$ cat src/rtl/xbar_output_port_if.sv
// Crossbar-to-link bundle for one switch output port: crossbar write side, link handshake and status.
interface xbar_output_port_if #(
  parameter int DATA_WIDTH = 8,
  parameter int FIFO_DEPTH = 4
);
  localparam int CW = $clog2(FIFO_DEPTH) + 1;

  logic                  wr_en_i;
  logic [DATA_WIDTH-1:0] data_i;
  logic                  full_o;
  logic [DATA_WIDTH-1:0] data_o;
  logic                  vld_o;
  logic                  rdy_i;
  logic [CW-1:0]         count_o;
  logic                  ovf_o;

  modport master (
    output wr_en_i, data_i, rdy_i,
    input  full_o, data_o, vld_o, count_o, ovf_o
  );

  modport slave (
    input  wr_en_i, data_i, rdy_i,
    output full_o, data_o, vld_o, count_o, ovf_o
  );
endinterface

$ cat src/rtl/xbar_output_port.sv
// Output-side port unit of the mesh XY switch: a first-word-fall-through circular FIFO
// between the crossbar and the neighbour link, with occupancy, full and sticky overflow status.
module xbar_output_port #(
  parameter int DATA_WIDTH = 8,
  parameter int FIFO_DEPTH = 4
) (
  input logic              clk_i,
  input logic              rst_i,
  xbar_output_port_if.slave port
);
  localparam int PW = $clog2(FIFO_DEPTH);
  localparam int CW = PW + 1;
  localparam logic [CW-1:0] DEPTH_C = CW'(FIFO_DEPTH);

  logic [DATA_WIDTH-1:0] mem [FIFO_DEPTH];
  logic [PW-1:0]         wr_ptr;
  logic [PW-1:0]         rd_ptr;
  logic [CW-1:0]         count;
  logic                  ovf;
  logic                  full;
  logic                  vld;
  logic                  wr_acc;
  logic                  rd_acc;

  // Status is decoded only from the count register, so full blocks a write
  // even when a read frees a slot on the same edge.
  assign full   = (count == DEPTH_C);
  assign vld    = (count != '0);
  assign wr_acc = port.wr_en_i && !full;
  assign rd_acc = vld && port.rdy_i;

  assign port.full_o  = full;
  assign port.vld_o   = vld;
  assign port.count_o = count;
  assign port.ovf_o   = ovf;
  assign port.data_o  = mem[rd_ptr];

  always_ff @(posedge clk_i or posedge rst_i) begin
    if (rst_i) begin
      wr_ptr <= '0;
      rd_ptr <= '0;
      count  <= '0;
      ovf    <= 1'b0;
      for (int i = 0; i < FIFO_DEPTH; i++) begin
        mem[i] <= '0;
      end
    end else begin
      if (wr_acc) begin
        mem[wr_ptr] <= port.data_i;
        wr_ptr      <= wr_ptr + PW'(1);
      end
      if (rd_acc) begin
        rd_ptr <= rd_ptr + PW'(1);
      end
      case ({wr_acc, rd_acc})
        2'b10:   count <= count + CW'(1);
        2'b01:   count <= count - CW'(1);
        default: count <= count;
      endcase
      if (port.wr_en_i && full) begin
        ovf <= 1'b1;
      end
    end
  end
endmodule
$ cat src/flat_wrapper.sv
// flat-port wrapper written by rule: the top's interface ports become plain ports
module xbar_output_port_flat 
#(
  parameter int DATA_WIDTH = 8,
  parameter int FIFO_DEPTH = 4
)
  (clk_i, rst_i, port_wr_en_i, port_data_i, port_rdy_i, port_full_o, port_data_o, port_vld_o, port_count_o, port_ovf_o);
  xbar_output_port_if #(.DATA_WIDTH(DATA_WIDTH), .FIFO_DEPTH(FIFO_DEPTH)) port_i ();
  input logic clk_i;
  input logic rst_i;
  input wire logic [$bits(port_i.wr_en_i)-1:0] port_wr_en_i;
  input wire logic [$bits(port_i.data_i)-1:0] port_data_i;
  input wire logic [$bits(port_i.rdy_i)-1:0] port_rdy_i;
  output wire logic [$bits(port_i.full_o)-1:0] port_full_o;
  output wire logic [$bits(port_i.data_o)-1:0] port_data_o;
  output wire logic [$bits(port_i.vld_o)-1:0] port_vld_o;
  output wire logic [$bits(port_i.count_o)-1:0] port_count_o;
  output wire logic [$bits(port_i.ovf_o)-1:0] port_ovf_o;
  assign port_i.wr_en_i = port_wr_en_i;
  assign port_i.data_i = port_data_i;
  assign port_i.rdy_i = port_rdy_i;
  assign port_full_o = port_i.full_o;
  assign port_data_o = port_i.data_o;
  assign port_vld_o = port_i.vld_o;
  assign port_count_o = port_i.count_o;
  assign port_ovf_o = port_i.ovf_o;
  xbar_output_port #(.DATA_WIDTH(DATA_WIDTH), .FIFO_DEPTH(FIFO_DEPTH)) u_core (.clk_i(clk_i), .rst_i(rst_i), .port(port_i));
endmodule
$ cat config.mk
export PLATFORM = sky130hd
export DESIGN_NAME = xbar_output_port_flat
export DESIGN_NICKNAME = d
export VERILOG_FILES = /design/src/rtl/xbar_output_port_if.sv /design/src/rtl/xbar_output_port.sv /design/src/flat_wrapper.sv
export SDC_FILE = /design/constraint.sdc
export NUM_CORES = 1
export LEC_CHECK = 0
export ABC_AREA = 0
export CORE_MARGIN = 2
export CORE_UTILIZATION = 45
export CTS_CLUSTER_SIZE = 16
export DETAILED_ROUTE_END_ITERATION = 7
export PLACE_DENSITY_LB_ADDON = 0.25
export SLEW_MARGIN = 20
export SYNTH_ARGS = -nofsm -noshare
export SYNTH_HDL_FRONTEND = slang
export SYNTH_SLANG_ARGS = --single-unit
$ cat constraint.sdc
create_clock -name clk_i -period 3.8 [get_ports clk_i]
set_input_delay 0.76 -clock clk_i [delete_from_list [all_inputs] [get_ports clk_i]]
set_output_delay 0.76 -clock clk_i [all_outputs]
set_load 0.01 [all_outputs]
==> impl_metrics.prom <==
# TYPE chip_impl_metric gauge
chip_impl_info{name="status",value="finished, final reports clean"} 1
chip_impl_metric{name="final_cell_area",unit="sq um"} 2250
chip_impl_metric{name="placement.setup.worst_slack",unit="ns"} 1.181
chip_impl_metric{name="async_flop_share",unit="%"} 100.0
chip_impl_metric{name="ys_seq_area_share",unit="%"} 54.64
chip_impl_info{name="synth_flop_type",value="sky130_fd_sc_hd__dfrtp_1"} 1
chip_impl_info{name="cts_tree",value="yes"} 1
chip_impl_metric{name="rel_slew_slack",unit="%"} 60.35
chip_impl_metric{name="number_of_flip_flops_and_latches_in_the_synthesized_netlist",unit=""} 40
chip_impl_metric{name="worst_hold_path_cells",unit=""} 1
chip_impl_info{name="crit_path_end_kind",value="output port"} 1
chip_impl_metric{name="layout-drive-gt1-share",unit="%"} 37.58
chip_impl_metric{name="final-hold-violation-count",unit=""} 0
chip_impl_metric{name="synth.distinct_cells",unit=""} 19
chip_impl_metric{name="clk_pin_slew",unit="ns"} 0.07
chip_impl_metric{name="cts_setup_buffers",unit=""} 0
chip_impl_metric{name="yosysTopAreaCellShare",unit="%"} 54.64
chip_impl_metric{name="dp.final_hpwl",unit="mm"} 2.229
chip_impl_info{name="root_buffer",value="sky130_fd_sc_hd__clkbuf_8"} 1
chip_impl_info{name="cp-start-kind",value="register"} 1
chip_impl_metric{name="fmax",unit="GHz"} 0.3504
chip_impl_metric{name="skew",unit="ns"} 0.003289
chip_impl_metric{name="multiInputGateArea",unit="sq um"} 798.3
chip_impl_metric{name="numCtsBuffers",unit=""} 5
chip_impl_info{name="hp-class",value="register to register"} 1
chip_impl_metric{name="worstPathArrival",unit="ns"} 2.09
chip_impl_metric{name="finalCritPeriodShare",unit="%"} 75.10
chip_impl_metric{name="static-leakage-power",unit="nW"} 0.9459
chip_impl_metric{name="cts-resized-gates",unit=""} 0
chip_impl_metric{name="layout-area-overhead-vs-synth",unit="%"} 22.81
chip_impl_info{name="crit_type",value="register to output port"} 1
chip_impl_info{name="synthDominantAreaCellType",value="sky130_fd_sc_hd__dfrtp_1"} 1
chip_impl_metric{name="finalNetCount",unit=""} 166
chip_impl_info{name="worst_flop_to_flop_path_endpoint",value="u_core.port.count_o[2]$_DFFE_PP0P_"} 1
chip_impl_metric{name="clock_sinks",unit=""} 40
chip_impl_info{name="worst_r2r_startpoint",value="u_core.port.count_o[2]$_DFFE_PP0P_"} 1
chip_impl_metric{name="antennaDiodeCount",unit=""} 0
chip_impl_metric{name="drc_errors",unit=""} 0
chip_impl_metric{name="synth-edff-count",unit=""} 0
chip_impl_metric{name="timing.critical_path.fanout_max",unit=""} 10
chip_impl_metric{name="dpl_cell_area",unit="sq um"} 2142
chip_impl_metric{name="setup_viol",unit=""} 0
chip_impl_metric{name="wl_per_cell",unit="microns"} 16.34
chip_impl_metric{name="synthCells",unit=""} 117
chip_impl_metric{name="post-layout-total-power",unit="mW"} 2.076
chip_impl_metric{name="routabilityCongestion",unit=""} 0.6598
chip_impl_info{name="worst_hold_path.endpoint",value="u_core.port.ovf_o$_DFFE_PP0P_"} 1
chip_impl_metric{name="ff2ff_path_depth",unit=""} 8
chip_impl_metric{name="synthesis.yosys.warnings",unit=""} 0
chip_impl_metric{name="route.final.wire_length",unit="mm"} 3.251
chip_impl_metric{name="final_max_slew_viol_count",unit=""} 0
chip_impl_metric{name="setup-tns-final",unit="ns"} 0
chip_impl_info{name="post-synth-top-count-cell",value="sky130_fd_sc_hd__dfrtp_1"} 1
chip_impl_metric{name="syn-num-nets",unit=""} 135
chip_impl_metric{name="worst-slew-pin-transition",unit="ns"} 0.5948
chip_impl_metric{name="cts_h_tree_depth",unit=""} 2
chip_impl_metric{name="number_of_global_route_vias_before_repair",unit=""} 1156
chip_impl_metric{name="grt_max_degree",unit=""} 41
chip_impl_metric{name="num_io_pins",unit=""} 26
chip_impl_metric{name="register_area",unit="sq um"} 1001
chip_impl_metric{name="global_route.overflow_total",unit=""} 0
chip_impl_metric{name="syn-mean-instance-area",unit="sq um"} 15.66
chip_impl_metric{name="start_util",unit="%"} 46.12
chip_impl_metric{name="row_count",unit=""} 23
chip_impl_info{name="grt_setup_unrepaired",value="false"} 1
chip_impl_metric{name="clock_insertion_delay_worst_skew",unit="ns"} 0.29
chip_impl_metric{name="drv_cap",unit=""} 0
chip_impl_metric{name="grt_antenna_before_repair",unit=""} 0
chip_impl_metric{name="p_per_area",unit="nW/um^2"} 922.7
chip_impl_metric{name="synth.cell_area",unit="sq um"} 1832
chip_impl_metric{name="global_route.usage.total",unit="%"} 17.30
chip_impl_metric{name="dieWidth",unit="microns"} 67.80
chip_impl_metric{name="worst_hold_slack",unit="ns"} 0.4669
chip_impl_metric{name="fp.dieH",unit="microns"} 67.80
chip_impl_metric{name="io_buffer_count",unit=""} 25
chip_impl_metric{name="firstDrtPassIters",unit=""} 4
chip_impl_info{name="yosys-top-cells-area",value="sky130_fd_sc_hd__dfrtp_1 55%, sky130_fd_sc_hd__mux2_2 19%, sky130_fd_sc_hd__mux4_2 9.8%, sky130_fd_sc_hd__ha_1 3.4%, sky130_fd_sc_hd__xnor2_1 1.4%"} 1
chip_impl_info{name="worstHoldStart",value="u_core.port.ovf_o$_DFFE_PP0P_"} 1
chip_impl_metric{name="drt.antenna.violating_nets",unit=""} 0
chip_impl_metric{name="period_minus_slack",unit="ns"} 2.854
chip_impl_metric{name="dr.first_iter.drc_count",unit=""} 20
chip_impl_metric{name="holdBufCountCts",unit=""} 0
chip_impl_metric{name="layout.filler_cells",unit=""} 330
chip_impl_info{name="synth_top_cells_by_count",value="40 x sky130_fd_sc_hd__dfrtp_1, 31 x sky130_fd_sc_hd__mux2_2, 8 x sky130_fd_sc_hd__mux4_2"} 1
chip_impl_metric{name="grt_pass1_wl",unit="mm"} 5.547
chip_impl_metric{name="post-route-worst-setup-slack",unit="ns"} 0.9464
chip_impl_metric{name="ir_drop",unit="mV"} 0.5078
chip_impl_metric{name="core-area",unit="sq um"} 3971
chip_impl_metric{name="detailroute.via_count",unit=""} 1046
chip_impl_metric{name="viasPerCell",unit=""} 5.256
chip_impl_metric{name="cts.path.max_buffers",unit=""} 2
chip_impl_metric{name="die_area",unit="sq um"} 4597
chip_impl_metric{name="timing.reg2reg.setup_slack",unit="ns"} 1.65
chip_impl_metric{name="worstPathRequired",unit="ns"} 3.04
==> layout by cell type (no fill, tap or decap) <==
cell type and n:
sky130_fd_sc_hd__ha_1 5, sky130_fd_sc_hd__bufinv_16 1, sky130_fd_sc_hd__mux4_2 8, sky130_fd_sc_hd__clkbuf_1 1, sky130_fd_sc_hd__fa_1 1, sky130_fd_sc_hd__inv_1 6
sky130_fd_sc_hd__mux2i_1 1, sky130_fd_sc_hd__xnor2_1 3, sky130_fd_sc_hd__mux2_1 2, sky130_fd_sc_hd__a21o_2 1, sky130_fd_sc_hd__clkbuf_8 5, sky130_fd_sc_hd__dfrtp_1 40
sky130_fd_sc_hd__clkinv_2 1, sky130_fd_sc_hd__or2b_2 1, sky130_fd_sc_hd__nor2_2 4, sky130_fd_sc_hd__or3_2 1, sky130_fd_sc_hd__nor2_1 1, sky130_fd_sc_hd__mux2_2 31
sky130_fd_sc_hd__o31a_2 1, sky130_fd_sc_hd__buf_4 1, sky130_fd_sc_hd__nand2_1 5, sky130_fd_sc_hd__nor3b_4 1, sky130_fd_sc_hd__xor2_1 3, sky130_fd_sc_hd__clkdlybuf4s50_1 25
==> power by group <==
group | internal, mW | total, mW | switching [mW]
Clock | 0.195 | 0.342 | 0.147
Sequential | 0.647 | 0.827 | 0.180
Combinational | 0.594 | 0.907 | 0.314
Total | 1.44 | 2.08 | 0.640
==> critical path, cell delays in order, from the launching register on <==
cell and delay [ns]:
sky130_fd_sc_hd__dfrtp_1 0.72, sky130_fd_sc_hd__mux4_2 0.58, sky130_fd_sc_hd__clkdlybuf4s50_1 0.50
==> flip-flops by register name (all words and copies together), names as in the netlist <==
signal and cells:
u_core.mem 32, u_core.port.count_o 3, u_core.rd_ptr 2, u_core.wr_ptr 2, u_core.port.ovf_o 1
==> stage by stage <==
stage	util (%)	cells
6_report	56.65	199
2_1_floorplan	-	117
5_1_grt	56.65	199
3_3_place_gp	53.94	191
4_1_cts	56.65	199
3_5_place_dp	53.94	191
==> cell type report <==
| class | instances | area share (%) |
|---|---|---|
| well taps | 50 | 2.781 |
| clock inverters | 2 | 1.557 |
| multi-input cells | 69 | 35.48 |
| repair buffers | 26 | 11.46 |
| clock buffers | 6 | 3.226 |
| inverters | 6 | 1.001 |
| flip-flops and latches | 40 | 44.49 |
==> worst max-delay path by stage <==
stage	slack, ns	end	from
after CTS	0.92	port_data_o[2]	u_core.rd_ptr[0]$_DFFE_PP0P_
after floorplan	1.69	u_core.port.count_o[2]$_DFFE_PP0P_	u_core.port.count_o[0]$_DFFE_PP0P_
after global routing	0.83	port_data_o[2]	u_core.rd_ptr[0]$_DFFE_PP0P_
after detailed placement	1.18	u_core.port.count_o[2]$_DFFE_PP0P_	port_wr_en_i
final	0.95	port_data_o[2]	u_core.rd_ptr[0]$_DFFE_PP0P_
after global placement	1.23	u_core.port.count_o[2]$_DFFE_PP0P_	port_wr_en_i
==> cell families after synthesis <==
group | Yosys count | synth area share, %
fa+ha+maj | 6 | 4.508
mux | 42 | 30.67
flops | 40 | 54.64
simple gates | 13 | 4.508
compound gates | 2 | 1.025
buf+inv | 8 | 1.776
xor+xnor | 6 | 2.869
==> metal layers <==
layer  global-route usage (%)  vias to the layer above  routed length (microns)
met5                        0                        -                        0
li1                         -                      476                        -
met3                    5.667                        6                      142
met1                    20.57                      540                     1409
met2                    29.41                       24                     1650
met4                    6.000                        0                       48
No activity file was read; power rests on OpenSTA's default activity.
